--- config.mk ---
export PLATFORM = sky130hd
export DESIGN_NAME = hazard_ctrl_flat
export DESIGN_NICKNAME = d
export VERILOG_FILES = /design/src/rtl/hazard_ctrl_if.sv /design/src/rtl/hazard_ctrl.sv /design/src/flat_wrapper.sv
export SDC_FILE = /design/constraint.sdc
export NUM_CORES = 1
export LEC_CHECK = 0
export ABC_CLOCK_PERIOD_IN_PS = 2250
export BUFFER_PORTS_ARGS = -buffer_cell sky130_fd_sc_hd__clkbuf_2
export CORE_ASPECT_RATIO = 0.5
export CORE_MARGIN = 10
export CORE_UTILIZATION = 40
export DETAILED_ROUTE_END_ITERATION = 12
export MAX_ROUTING_LAYER = met4
export PLACE_DENSITY = 0.73
export RECOVER_POWER = 100
export SLEW_MARGIN = 40
export SYNTH_ARGS = -nofsm -noshare
export SYNTH_HDL_FRONTEND = slang
export SYNTH_SLANG_ARGS = --single-unit
--- constraint.sdc ---
create_clock -name CLK -period 2.25 [get_ports CLK]
set_input_delay 0.45 -clock CLK [delete_from_list [all_inputs] [get_ports CLK]]
set_output_delay 0.45 -clock CLK [all_outputs]
set_load 0.05 [all_outputs]
--- src/rtl/hazard_ctrl_if.sv ---
// Hazard controller bundle: pipeline stage status in, stall/flush/forward controls out.
interface hazard_ctrl_if;
    logic [4:0] Rs1D;
    logic [4:0] Rs2D;
    logic [4:0] Rs1E;
    logic [4:0] Rs2E;
    logic [4:0] RdE;
    logic [2:0] ResultSrcE;
    logic       PCSrcE;
    logic [4:0] RdM;
    logic [4:0] RdW;
    logic       RegWriteM;
    logic       RegWriteW;
    logic       MemReqM;
    logic       MemReadyM;
    logic       StallF;
    logic       StallD;
    logic       StallE;
    logic       StallM;
    logic       FlushD;
    logic       FlushE;
    logic       FlushW;
    logic [1:0] ForwardAE;
    logic [1:0] ForwardBE;
    logic       MemErr;

    modport master (
        output Rs1D, Rs2D, Rs1E, Rs2E, RdE, ResultSrcE, PCSrcE,
               RdM, RdW, RegWriteM, RegWriteW, MemReqM, MemReadyM,
        input  StallF, StallD, StallE, StallM, FlushD, FlushE, FlushW,
               ForwardAE, ForwardBE, MemErr
    );

    modport slave (
        input  Rs1D, Rs2D, Rs1E, Rs2E, RdE, ResultSrcE, PCSrcE,
               RdM, RdW, RegWriteM, RegWriteW, MemReqM, MemReadyM,
        output StallF, StallD, StallE, StallM, FlushD, FlushE, FlushW,
               ForwardAE, ForwardBE, MemErr
    );
endinterface

--- src/rtl/hazard_ctrl.sv ---
// Stall/flush/forward generation for the 5-stage RV32 pipe, with post-reset
// purge and a data-memory timeout that halts the pipe until reset.
module hazard_ctrl #(
    parameter int unsigned BOOT_CYCLES = 2,
    parameter int unsigned MEM_TIMEOUT = 255
) (
    input  logic          CLK,
    input  logic          RST_N,
    hazard_ctrl_if.slave  hif
);

    localparam int unsigned BCNT_W = (BOOT_CYCLES > 1) ? $clog2(BOOT_CYCLES) : 1;
    localparam int unsigned WCNT_W = $clog2(MEM_TIMEOUT + 1);
    localparam logic [BCNT_W-1:0] BOOT_LAST = BCNT_W'(BOOT_CYCLES - 1);
    localparam logic [WCNT_W-1:0] WAIT_LAST = WCNT_W'(MEM_TIMEOUT - 1);

    typedef enum logic [1:0] {
        ST_BOOT = 2'd0,
        ST_RUN  = 2'd1,
        ST_HALT = 2'd2
    } state_e;

    state_e              state_q, state_d;
    logic [BCNT_W-1:0]   bcnt_q, bcnt_d;
    logic [WCNT_W-1:0]   wcnt_q, wcnt_d;
    logic                mem_err_q, mem_err_d;

    logic       stall_f, stall_d, stall_e, stall_m;
    logic       flush_d, flush_e, flush_w;
    logic [1:0] fwd_a, fwd_b;

    logic       mem_wait;
    logic       load_use;
    logic       m_hit_a, w_hit_a, m_hit_b, w_hit_b;
    logic [1:0] fwd_sel_a, fwd_sel_b;

    assign mem_wait = hif.MemReqM & ~hif.MemReadyM;
    assign load_use = (hif.ResultSrcE == 3'b001) && (hif.RdE != 5'd0) &&
                      ((hif.RdE == hif.Rs1D) || (hif.RdE == hif.Rs2D));

    // Writes to x0 are never forwarded; the M-stage result is the younger one.
    assign m_hit_a   = hif.RegWriteM && (hif.RdM != 5'd0) && (hif.RdM == hif.Rs1E);
    assign w_hit_a   = hif.RegWriteW && (hif.RdW != 5'd0) && (hif.RdW == hif.Rs1E);
    assign m_hit_b   = hif.RegWriteM && (hif.RdM != 5'd0) && (hif.RdM == hif.Rs2E);
    assign w_hit_b   = hif.RegWriteW && (hif.RdW != 5'd0) && (hif.RdW == hif.Rs2E);
    assign fwd_sel_a = m_hit_a ? 2'b10 : (w_hit_a ? 2'b01 : 2'b00);
    assign fwd_sel_b = m_hit_b ? 2'b10 : (w_hit_b ? 2'b01 : 2'b00);

    always_ff @(posedge CLK) begin
        if (!RST_N) begin
            state_q   <= ST_BOOT;
            bcnt_q    <= '0;
            wcnt_q    <= '0;
            mem_err_q <= 1'b0;
        end else begin
            state_q   <= state_d;
            bcnt_q    <= bcnt_d;
            wcnt_q    <= wcnt_d;
            mem_err_q <= mem_err_d;
        end
    end

    always_comb begin
        state_d   = state_q;
        bcnt_d    = bcnt_q;
        wcnt_d    = '0;
        mem_err_d = mem_err_q;
        stall_f   = 1'b0;
        stall_d   = 1'b0;
        stall_e   = 1'b0;
        stall_m   = 1'b0;
        flush_d   = 1'b0;
        flush_e   = 1'b0;
        flush_w   = 1'b0;
        fwd_a     = 2'b00;
        fwd_b     = 2'b00;

        case (state_q)
            ST_BOOT: begin
                stall_f = 1'b1;
                flush_d = 1'b1;
                flush_e = 1'b1;
                bcnt_d  = bcnt_q + BCNT_W'(1);
                if (bcnt_q == BOOT_LAST) begin
                    state_d = ST_RUN;
                    bcnt_d  = '0;
                end
            end
            ST_RUN: begin
                fwd_a = fwd_sel_a;
                fwd_b = fwd_sel_b;
                if (mem_wait) begin
                    // E is frozen during the wait, so a taken branch there must not flush yet.
                    stall_f = 1'b1;
                    stall_d = 1'b1;
                    stall_e = 1'b1;
                    stall_m = 1'b1;
                    flush_w = 1'b1;
                    wcnt_d  = wcnt_q + WCNT_W'(1);
                    if (wcnt_q == WAIT_LAST) begin
                        state_d   = ST_HALT;
                        mem_err_d = 1'b1;
                        wcnt_d    = '0;
                    end
                end else if (hif.PCSrcE) begin
                    flush_d = 1'b1;
                    flush_e = 1'b1;
                end else if (load_use) begin
                    stall_f = 1'b1;
                    stall_d = 1'b1;
                    flush_e = 1'b1;
                end
            end
            ST_HALT: begin
                stall_f = 1'b1;
                stall_d = 1'b1;
                stall_e = 1'b1;
                stall_m = 1'b1;
                flush_w = 1'b1;
            end
            default: begin
                state_d = ST_BOOT;
            end
        endcase

        // While reset is held the pipe looks like a purge regardless of stale state.
        if (!RST_N) begin
            stall_f = 1'b1;
            stall_d = 1'b0;
            stall_e = 1'b0;
            stall_m = 1'b0;
            flush_d = 1'b1;
            flush_e = 1'b1;
            flush_w = 1'b0;
            fwd_a   = 2'b00;
            fwd_b   = 2'b00;
        end
    end

    assign hif.StallF    = stall_f;
    assign hif.StallD    = stall_d;
    assign hif.StallE    = stall_e;
    assign hif.StallM    = stall_m;
    assign hif.FlushD    = flush_d;
    assign hif.FlushE    = flush_e;
    assign hif.FlushW    = flush_w;
    assign hif.ForwardAE = fwd_a;
    assign hif.ForwardBE = fwd_b;
    assign hif.MemErr    = mem_err_q;

endmodule

--- src/flat_wrapper.sv ---
// flat-port wrapper written by rule: the top's interface ports become plain ports
module hazard_ctrl_flat 
#(
    parameter int unsigned BOOT_CYCLES = 2,
    parameter int unsigned MEM_TIMEOUT = 255
)
  (CLK, RST_N, hif_Rs1D, hif_Rs2D, hif_Rs1E, hif_Rs2E, hif_RdE, hif_ResultSrcE, hif_PCSrcE, hif_RdM, hif_RdW, hif_RegWriteM, hif_RegWriteW, hif_MemReqM, hif_MemReadyM, hif_StallF, hif_StallD, hif_StallE, hif_StallM, hif_FlushD, hif_FlushE, hif_FlushW, hif_ForwardAE, hif_ForwardBE, hif_MemErr);
  hazard_ctrl_if hif_i ();
  input  logic CLK;
  input  logic RST_N;
  input wire logic [$bits(hif_i.Rs1D)-1:0] hif_Rs1D;
  input wire logic [$bits(hif_i.Rs2D)-1:0] hif_Rs2D;
  input wire logic [$bits(hif_i.Rs1E)-1:0] hif_Rs1E;
  input wire logic [$bits(hif_i.Rs2E)-1:0] hif_Rs2E;
  input wire logic [$bits(hif_i.RdE)-1:0] hif_RdE;
  input wire logic [$bits(hif_i.ResultSrcE)-1:0] hif_ResultSrcE;
  input wire logic [$bits(hif_i.PCSrcE)-1:0] hif_PCSrcE;
  input wire logic [$bits(hif_i.RdM)-1:0] hif_RdM;
  input wire logic [$bits(hif_i.RdW)-1:0] hif_RdW;
  input wire logic [$bits(hif_i.RegWriteM)-1:0] hif_RegWriteM;
  input wire logic [$bits(hif_i.RegWriteW)-1:0] hif_RegWriteW;
  input wire logic [$bits(hif_i.MemReqM)-1:0] hif_MemReqM;
  input wire logic [$bits(hif_i.MemReadyM)-1:0] hif_MemReadyM;
  output wire logic [$bits(hif_i.StallF)-1:0] hif_StallF;
  output wire logic [$bits(hif_i.StallD)-1:0] hif_StallD;
  output wire logic [$bits(hif_i.StallE)-1:0] hif_StallE;
  output wire logic [$bits(hif_i.StallM)-1:0] hif_StallM;
  output wire logic [$bits(hif_i.FlushD)-1:0] hif_FlushD;
  output wire logic [$bits(hif_i.FlushE)-1:0] hif_FlushE;
  output wire logic [$bits(hif_i.FlushW)-1:0] hif_FlushW;
  output wire logic [$bits(hif_i.ForwardAE)-1:0] hif_ForwardAE;
  output wire logic [$bits(hif_i.ForwardBE)-1:0] hif_ForwardBE;
  output wire logic [$bits(hif_i.MemErr)-1:0] hif_MemErr;
  assign hif_i.Rs1D = hif_Rs1D;
  assign hif_i.Rs2D = hif_Rs2D;
  assign hif_i.Rs1E = hif_Rs1E;
  assign hif_i.Rs2E = hif_Rs2E;
  assign hif_i.RdE = hif_RdE;
  assign hif_i.ResultSrcE = hif_ResultSrcE;
  assign hif_i.PCSrcE = hif_PCSrcE;
  assign hif_i.RdM = hif_RdM;
  assign hif_i.RdW = hif_RdW;
  assign hif_i.RegWriteM = hif_RegWriteM;
  assign hif_i.RegWriteW = hif_RegWriteW;
  assign hif_i.MemReqM = hif_MemReqM;
  assign hif_i.MemReadyM = hif_MemReadyM;
  assign hif_StallF = hif_i.StallF;
  assign hif_StallD = hif_i.StallD;
  assign hif_StallE = hif_i.StallE;
  assign hif_StallM = hif_i.StallM;
  assign hif_FlushD = hif_i.FlushD;
  assign hif_FlushE = hif_i.FlushE;
  assign hif_FlushW = hif_i.FlushW;
  assign hif_ForwardAE = hif_i.ForwardAE;
  assign hif_ForwardBE = hif_i.ForwardBE;
  assign hif_MemErr = hif_i.MemErr;
  hazard_ctrl #(.BOOT_CYCLES(BOOT_CYCLES), .MEM_TIMEOUT(MEM_TIMEOUT)) u_core (.CLK(CLK), .RST_N(RST_N), .hif(hif_i));
endmodule
==> impl_metrics.yaml <==
run_status:
  outcome: "finished, violations left"
  violations: "negative setup slack"
global_routing:
  grt_pass1_vias: 1137
  grt_usage_pct: 12.42
  grt_max_degree: 11
  grt_pass1_wl_um: 5306
  overflow: 0
  antenna_found_initial: 0
die:
  ios: 57
  fp.coreArea_um2: 2570
  design.die.area_um2: 5255
  die_w_um: 93.01
  die_h_um: 56.51
  initial_core_util_pct: 41.48
  rows: 13
clock_tree:
  cts_root_buf: "clkbuf_8"
  tritoncts: "yes"
  htree_levels: 1
  numCtsBuffers: 3
  path_clk_slew_ns: 0.05
  worstSkewPairLatency_ns: 0.25
  cts_buffer_depth: 2
  postCtsHoldBufs: 0
  clkSinkCount: 12
synth:
  synth-edff-count: 0
  yosys_warnings: 0
  yosys_most_used_dff: "dfxtp_1"
  yosysSeqAreaShare_pct: 22.54
  synthArstFlopShare_pct: 0
  avgSynthCellArea_um2: 8.200
  synth_area_leaders: "dfxtp_1 (23%), xnor2_1 (19%), xor2_1 (12%), ha_1 (7.0%), nand3_1 (4.2%)"
  ys_types: 34
  syn_area_um2: 1066
  synth_seq_cells: 12
  netlist_instances: 130
  syn_nets: 181
  yosys.area.top_type_share_pct: 22.54
  yosys.area.top_type: "dfxtp_1"
sta:
  layout_setup_ws_ns: -0.03628
  slew_viol_final: 0
  slew_headroom_pct: 59.83
  setup_viol: 1
  tightest_slew_ns: 0.6051
  hold_viol_final: 0
  clock_skew_ns: 0.005886
  timing.fmax_mhz: 437.4
  fin_crit_sh_pct: 101.6
  rsz0062_at_grt: "true"
  fin_crit_ns: 2.286
final_layout:
  n_antenna_cell: 0
  fin_area_um2: 1700
  drive_gt1_share_pct: 46.46
  syn2layout_area_growth_pct: 59.51
  final_cells: 235
  finalNetCount: 250
place:
  portBuffers: 56
  gp_congestion: 0.8338
  placedCellCount: 227
  dp_hpwl_um: 2679
  placed_area_um2: 1536
detailed_routing:
  drt_iter0_markers: 40
  wl_per_cell_um: 14.20
  ant_nets: 0
  drc: 0
  firstDrtPassIters: 4
  totalWireLength_um: 3337
  viasPerCell: 4.813
  vias: 1131
critical_path:
  crit_path_max_incr_delay_ns: 0.53
  reg2reg_slack_ns: 0.74
  rr_worst_depth: 5
  critPathKind: "in -> out"
  startpoint_type: "input pin"
  critical_path_required_ns: 1.80
  crit_fanout: 3
  cp_slowest_cell: "or4_4"
  cp_data_arrival_time_ns: 1.84
  cp-end-kind: "output port"
  path_cells: "buf_6 -> or4_4 -> o21ai_4 -> nor3_4 -> nor4_4 -> buf_12"
  reg2reg_to: "u_core.state_q[0]"
  timing.rr.start: "u_core.wcnt_q[2]"
min_path:
  hp-start: "u_core.wcnt_q[0]"
  hp-class: "reg -> reg"
  hold_depth: 1
  hold_end: "u_core.wcnt_q[0]"
power:
  power_mw: 0.8718
  vdd_drop_max_mv: 0.5181
  p_per_area_nw_per_um2: 512.7
  p_leak_nw: 0.7144
flow_run:
  max-cap-violations: 0
sequential cells by signal (all words and copies together) (netlist names):
| name | count |
|---|---|
| u_core.bcnt_q | 1 |
| u_core.hif.MemErr | 1 |
| u_core.state_q | 2 |
| u_core.wcnt_q | 8 |
layout make-up:
type,instances,area (um2)
inverter,4,15.01
sequential,12,242.7
timing repair buffer,68,436.7
fill,232,869.6
clock buffer,4,55.05
multi-input combinational,110,904.6
tap,37,46.29
cell usage after synthesis (2+ instances only):
library cell / n
a21oi_1: 4
nor4_1: 2
inv_1: 4
xnor2_1: 23
nor3_1: 3
nand3_1: 9
xor2_1: 14
or4_1: 4
nor2_1: 12
nand2_1: 10
buf_4: 2
nand4_1: 3
ha_1: 6
dfxtp_1: 12
nor2b_1: 3
where the power goes:
| part | internal [mW] | total (mW) | switching, mW | leakage, nW |
|---|---|---|---|---|
| logic | 0.181 | 0.382 | 0.201 | 0.588 |
| clock network | 0.155 | 0.241 | 0.0856 | 0.0288 |
| registers | 0.231 | 0.249 | 0.0178 | 0.0980 |
metrics by stage:
stage	setup WS, ns	TNS [ns]	util (%)	hold WS [ns]
after CTS	-0.05738	-0.05738	62.95	0.4998
after global placement	0.001565	0	59.79	0.4763
after floorplan	-0.4501	-0.7210	-	0.4526
final	-0.03628	-0.03628	66.16	0.4997
after detailed placement	-0.01532	-0.02473	59.79	0.4870
after global routing	-0.09581	-0.2181	66.16	0.5254
kinds of logic (layout without fill, tap and decap cells):
kind of cell	after synthesis	after routing	synth area share, %
multiplexers	1	1	0.9390
adder cells (fa/ha/maj)	6	6	7.042
flip-flops	12	12	22.54
XOR/XNOR	37	37	30.40
AND/OR/NAND/NOR	55	55	27.82
AO/OA/AOI/OAI	11	11	7.630
buffers and inverters	8	76	3.637
cells in the final DEF, fill, tap and decap left out, types with 2 or more instances in the layout:
master | synthesis | final
nand4_1 | 3 | 3
nor2b_1 | 3 | 3
a21oi_1 | 4 | 3
clkbuf_2 | 0 | 46
dfxtp_1 | 12 | 10
or4_4 | 0 | 3
inv_1 | 4 | 3
nand3_1 | 9 | 9
buf_12 | 0 | 3
xnor2_1 | 23 | 23
nand2_1 | 10 | 10
buf_4 | 2 | 12
buf_6 | 0 | 2
clkbuf_8 | 0 | 4
buf_2 | 1 | 3
ha_1 | 6 | 5
xor2_1 | 14 | 14
dfxtp_2 | 0 | 2
nor3_1 | 3 | 2
nor2_1 | 12 | 10
how the worst max path moves through the flow:
stage                          start                to  slack [ns]
final                     hif_RdM[3]  hif_ForwardBE[0]       -0.04
after floorplan                RST_N  hif_ForwardBE[1]       -0.45
after global routing      hif_RdM[3]  hif_ForwardBE[0]        -0.1
after CTS                 hif_RdM[0]  hif_ForwardBE[0]       -0.06
after global placement    hif_RdW[1]  hif_ForwardBE[0]       0.002
after detailed placement  hif_RdE[2]        hif_StallF       -0.02
what timing repair did:
action | 4_1_cts | 5_1_grt
pin swaps | 3 | 9
setup buffers | 1 | 3
gates resized for setup | 3 | 19
endpoints found under the setup margin | 2 | 7
routing by layer:
| layer | part of all wire [%] | track usage, % | up-vias |
|---|---|---|---|
| li1 | - | - | 587 |
| met2 | 54 | 22.94 | 28 |
| met1 | 38 | 12.40 | 509 |
| met5 | 0 | - | - |
| met3 | 6.3 | 3.576 | 7 |
| met4 | 1.8 | 3.930 | 0 |
worst max-delay path: cells and delay by family:
kind / cells / cell delay [ns]
AOI/OAI and AO/OA: 1 / 0.20
and+or+nand+nor: 3 / 0.91
buffers and inverters: 2 / 0.27
Note: power is estimated with default switching activity, not from simulation.
